===== config.mk =====
export PLATFORM = sky130hd
export DESIGN_NAME = pipe_stage_fifo
export DESIGN_NICKNAME = d
export VERILOG_FILES = /design/src/rtl/pipe_pkg.sv /design/src/rtl/pipe_ring_ptr.sv /design/src/rtl/pipe_stage_fifo.sv
export SDC_FILE = /design/constraint.sdc
export NUM_CORES = 1
export LEC_CHECK = 0
export CELL_PAD_IN_SITES_DETAIL_PLACEMENT = 0
export CELL_PAD_IN_SITES_GLOBAL_PLACEMENT = 1
export CORE_UTILIZATION = 35
export CTS_BUF_LIST = sky130_fd_sc_hd__clkbuf_8
export DETAILED_ROUTE_END_ITERATION = 16
export GPL_TIMING_DRIVEN = 1
export PLACE_DENSITY = 0.73
export SLEW_MARGIN = 10
export SYNTH_ARGS = -nofsm -noshare
export SYNTH_HDL_FRONTEND = slang
export SYNTH_HIERARCHICAL = 1
export SYNTH_SLANG_ARGS = --single-unit

===== constraint.sdc =====
create_clock -name clk -period 2.2 [get_ports clk]
set_clock_uncertainty 0.05 [all_clocks]
set_input_delay 0.44 -clock clk [delete_from_list [all_inputs] [get_ports clk]]
set_output_delay 0.44 -clock clk [all_outputs]
set_load 0.01 [all_outputs]

===== src/rtl/pipe_pkg.sv =====
// Shared pipeline-control definitions: stage mode encodings and the occupancy-width helper
// used by the stage FIFO, the decoder and the hazard unit.
package pipe_pkg;

  localparam logic [1:0] CTR_RUN   = 2'b00;
  localparam logic [1:0] CTR_HOLD  = 2'b01;
  localparam logic [1:0] CTR_FLUSH = 2'b10;
  localparam logic [1:0] CTR_DRAIN = 2'b11;

  // Bits needed to count 0..depth inclusive.
  function automatic int occ_w(input int depth);
    return $clog2(depth + 1);
  endfunction

endpackage


===== src/rtl/pipe_ring_ptr.sv =====
// Modulo-DEPTH ring pointer with synchronous clear; wraps DEPTH-1 -> 0, so DEPTH need not
// be a power of two.
module pipe_ring_ptr #(
  parameter int DEPTH = 2,
  parameter int PW    = (DEPTH > 1) ? $clog2(DEPTH) : 1
) (
  input  logic          clk,
  input  logic          rst,
  input  logic          inc,
  input  logic          clr,
  output logic [PW-1:0] ptr
);

  logic [PW-1:0] ptr_q, ptr_d;

  always_comb begin
    ptr_d = ptr_q;
    if (clr) begin
      ptr_d = '0;
    end else if (inc) begin
      ptr_d = (ptr_q == PW'(DEPTH - 1)) ? '0 : ptr_q + PW'(1);
    end
  end

  always_ff @(posedge clk or negedge rst) begin
    if (!rst) begin
      ptr_q <= '0;
    end else begin
      ptr_q <= ptr_d;
    end
  end

  assign ptr = ptr_q;

endmodule


===== src/rtl/pipe_stage_fifo.sv =====
// Elastic pipeline stage: DEPTH-entry flop FIFO with valid/ready on both sides and
// per-stage RUN / HOLD / FLUSH / DRAIN control.
module pipe_stage_fifo
  import pipe_pkg::*;
#(
  parameter int WIDTH      = 64,
  parameter int DEPTH      = 2,
  parameter int FLUSH_ZERO = 1
) (
  input  logic                      clk,
  input  logic                      rst,
  input  logic [1:0]                ctr,
  input  logic                      in_valid,
  output logic                      in_ready,
  input  logic [WIDTH-1:0]          in_data,
  output logic                      out_valid,
  input  logic                      out_ready,
  output logic [WIDTH-1:0]          out_data,
  output logic [occ_w(DEPTH)-1:0]   occupancy,
  output logic                      flushed
);

  // Handshake: a transfer happens on a rising edge where valid & ready are both high.
  // in_ready depends only on mode and count (never on out_ready); out_valid depends only on
  // mode and count (never on in_valid), so neither side sees a combinational loop.

  localparam int PW = (DEPTH > 1) ? $clog2(DEPTH) : 1;
  localparam int OW = occ_w(DEPTH);

  logic [WIDTH-1:0] mem_q [DEPTH];
  logic [WIDTH-1:0] mem_d [DEPTH];
  logic [OW-1:0]    count_q, count_d;
  logic             flushed_q, flushed_d;
  logic [PW-1:0]    wr_ptr, rd_ptr;
  logic             is_run, is_flush, is_drain;
  logic             push, pop;

  assign is_run   = (ctr == CTR_RUN);
  assign is_flush = (ctr == CTR_FLUSH);
  assign is_drain = (ctr == CTR_DRAIN);

  // rst gates in_ready so the stage refuses input while held in reset.
  assign in_ready  = rst && is_run && (count_q < OW'(DEPTH));
  assign out_valid = (count_q != '0) && (is_run || is_drain);
  assign push      = in_valid && in_ready;
  assign pop       = out_valid && out_ready;

  always_comb begin
    mem_d     = mem_q;
    count_d   = count_q;
    flushed_d = 1'b0;
    if (is_flush) begin
      count_d   = '0;
      flushed_d = (count_q != '0);
      if (FLUSH_ZERO != 0) begin
        for (int i = 0; i < DEPTH; i++) mem_d[i] = '0;
      end
    end else begin
      if (push) mem_d[wr_ptr] = in_data;
      case ({push, pop})
        2'b10:   count_d = count_q + OW'(1);
        2'b01:   count_d = count_q - OW'(1);
        default: count_d = count_q;
      endcase
    end
  end

  always_ff @(posedge clk or negedge rst) begin
    if (!rst) begin
      for (int i = 0; i < DEPTH; i++) mem_q[i] <= '0;
      count_q   <= '0;
      flushed_q <= 1'b0;
    end else begin
      for (int i = 0; i < DEPTH; i++) mem_q[i] <= mem_d[i];
      count_q   <= count_d;
      flushed_q <= flushed_d;
    end
  end

  pipe_ring_ptr #(.DEPTH(DEPTH), .PW(PW)) u_wr_ptr (
    .clk (clk),
    .rst (rst),
    .inc (push),
    .clr (is_flush),
    .ptr (wr_ptr)
  );

  pipe_ring_ptr #(.DEPTH(DEPTH), .PW(PW)) u_rd_ptr (
    .clk (clk),
    .rst (rst),
    .inc (pop),
    .clr (is_flush),
    .ptr (rd_ptr)
  );

  assign out_data  = mem_q[rd_ptr];
  assign occupancy = count_q;
  assign flushed   = flushed_q;

endmodule


==> key figures <==
Place
  – Port bufs: 138
  – Placer Congestion: 0.704
  – Dpl cells: 728
  – Post-detailed-placement half-perimeter wirelength: 8760 um

Finish
  – Synth-to-layout area growth: 36.1%
  – Layout cell share with drive strength beyond 1: 53.5%
  – Most used cells in the layout excluding fill and tap cells: dfrtp_1, a22o_2, clkdlybuf4s50_1
  – Filler cell count: 1381
  – # diodes: 0
  – Area of the multi-input gates: 2180 um^2
  – Layout Nets: 624
  – Finished Layout Cells: 781
  – Most common cell after layout, fill and taps aside: dfrtp_1
  – FF+latch area: 3330 um^2
  – Core Util, Final: 49.4%

Outcome
  – Outcome: finished, violations left
  – Failing checks: setup timing

Power
  – Total power: 5620 uW
  – Cell Pwr Density: 708 nW/um^2
  – LEAKAGE: 0.00385 uW
  – Peak VDD IR: 438 uV

Setup path
  – CP Max Fanout: 7
  – Worst setup path category: reg -> out
  – CP arrival: 1710 ps
  – WP data required: 1710 ps
  – Startpoint types: flop
  – Crit end category: output port

Synth
  – Syn_nets: 459
  – Seq/Total Area, Yosys: 57.1%
  – Top cell type's share of synthesized area: 57.1%
  – Synthesized area per cell: 15.1 um^2
  – Cell variety after synth: 22
  – Synth warnings: 6
  – Leading area contributor after synthesis: dfrtp_1
  – Post-Syn Instances: 387
  – Flops & latches, synth: 133
  – Syn Std Cell Area: 5830 um^2
  – Top post-synthesis cells by area: dfrtp_1, a22o_2, mux2_2

Die
  – Starting density of the core: 36.3%
  – Row Count: 46
  – DIE AREA: 17200 um^2
  – Die height: 131 um
  – Chip width: 131 um
  – Top Ports: 139
  – CORE AREA: 16100 um^2

Flow run
  – Max-Cap Viols: 0

Timing
  – Tmin final: 2200 ps
  – Worst-margin pin slew: 694 ps
  – Final Hold Fails: 0
  – Fmax: 454 MHz
  – Slew headroom: 53.7%
  – Final setup margin: -3.70 ps
  – Slew Limit Fails: 0
  – RSZ-0062 raised after global routing: true
  – Final number of setup-violating endpoints: 2
  – Crit share post-route: 100%

Clock tree
  – Clock sink total: 133
  – H-tree depth: 4
  – TritonCTS Buffers: 17
  – Clock buffer depth: 2
  – Clock Pin Slew Worst Setup and Hold Paths: 80 ps
  – Worst-Skew Late Latency: 430 ps
  – Root Buffer Master: clkbuf_8
  – CTS tree: yes

Route
  – DR iter-0 viols: 197
  – DRC: 0
  – Vias/cell: 5.22
  – Final WL: 15400 um
  – Routed WL per cell: 19.7 um
  – Vias: 4076
  – Drt pass-1 iters: 4
  – ANT nets after route: 0

GRT
  – All-Layer GR Usage: 18.3%
  – GRT Residual Overflow: 0
  – First-pass GRT wire length: 23500 um
  – Number of global-route vias before repair: 4471
  – Largest net degree at the start of global routing: 132
  – Initial antenna violation count: 0

Worst hold path
  – HP Class: in -> async
## path summary, 6_finish.rpt
kind | start | end | slack [ps] | cells after the start
max | u_rd_ptr/ptr | out_data[31] | -4 | 5
min | rst | occupancy[0] | 310 | 2
max reg2reg | occupancy[1] | mem_q[9] | 640 | 5
min reg2reg | mem_q[109] | mem_q[109] | 450 | 1
max in group asynchronous | rst | u_rd_ptr/ptr | 910 | 3
min in group clk | mem_q[109] | mem_q[109] | 450 | 1
## cells in the mapped netlist
library cell	n
nor3_1	1
nor2_1	8
nand2_1	1
a41oi_1	1
buf_6	24
xnor2_1	2
a22o_2	93
ha_1	2
buf_2	7
a21oi_4	2
inv_2	2
clkbuf_1	1
a22o_1	35
nor2b_1	1
nor4bb_1	1
dfrtp_1	133
a21oi_1	2
inv_1	2
mux2_2	65
nand2b_1	1
nor3_4	2
nand4b_4	1
## metal layers
layer / vias up / track usage, % / part of all wire [%]
met2: 106 / 30.0 / 47
met5: - / 0 / 0
met1: 2126 / 22.4 / 45
li1: 1826 / - / -
met3: 18 / 6.78 / 6.8
met4: 0 / 5.61 / 1.0
## timing repair
item / CTS / global route
buffers inserted: 4 / 9
endpoints found under the hold margin: 2 / 0
cloned: 3 / 4
setup endpoints to repair: 66 / 52
gates resized for setup: 124 / 109
hold buffers: 1 / 0
## where the power goes
| part | total (uW) | internal (uW) | switching [uW] |
|---|---|---|---|
| Clock | 2170 | 1160 | 1010 |
| Combinational | 858 | 481 | 377 |
| Sequential | 2590 | 2540 | 57.8 |
| Total | 5620 | 4180 | 1440 |
## per-stage QoR
stage	instance area, um^2	setup WS, ps	hold slack, ps	setup TNS, ps
floorplan	5830	465	94.4	0
global placement	7460	-166	197	-6250
detailed placement	7460	-200	196	-10620
finish	7940	-3.70	308	-5.36
global route	7940	-86.8	281	-1190
CTS	7900	-98.9	273	-3820
## sequential cells by signal, summed over array words and instances (netlist names)
register      cells
u_rd_ptr/ptr      1
u_wr_ptr/ptr      1
occupancy         2
flushed           1
mem_q           128
## cells by family after synthesis
group | count (synthesis) | synth area share, %
AOI/OAI and AO/OA | 133 | 22.1
DFF | 133 | 57.1
muxes | 65 | 12.5
buffers and inverters | 36 | 5.56
and+or+nand+nor | 16 | 2.02
xor gates and xnor gates | 2 | 0.300
adders and majority gates | 2 | 0.429
## worst max-delay path: stages (launching register included)
cell and delay, ps:
dfrtp_2 450, buf_6 150, clkbuf_16 160, buf_4 130
mux2_2 270, buf_6 120
## final cells by class
class,instances,share of cell area [%]
well taps,216,3.40
clock buffers,18,3.12
repair buffers,178,21.7
flip-flops and latches,133,41.9
clock inverters,14,2.22
multi-input cells,218,27.5
inverters,4,0.189
(Power assumes the default switching activity.)
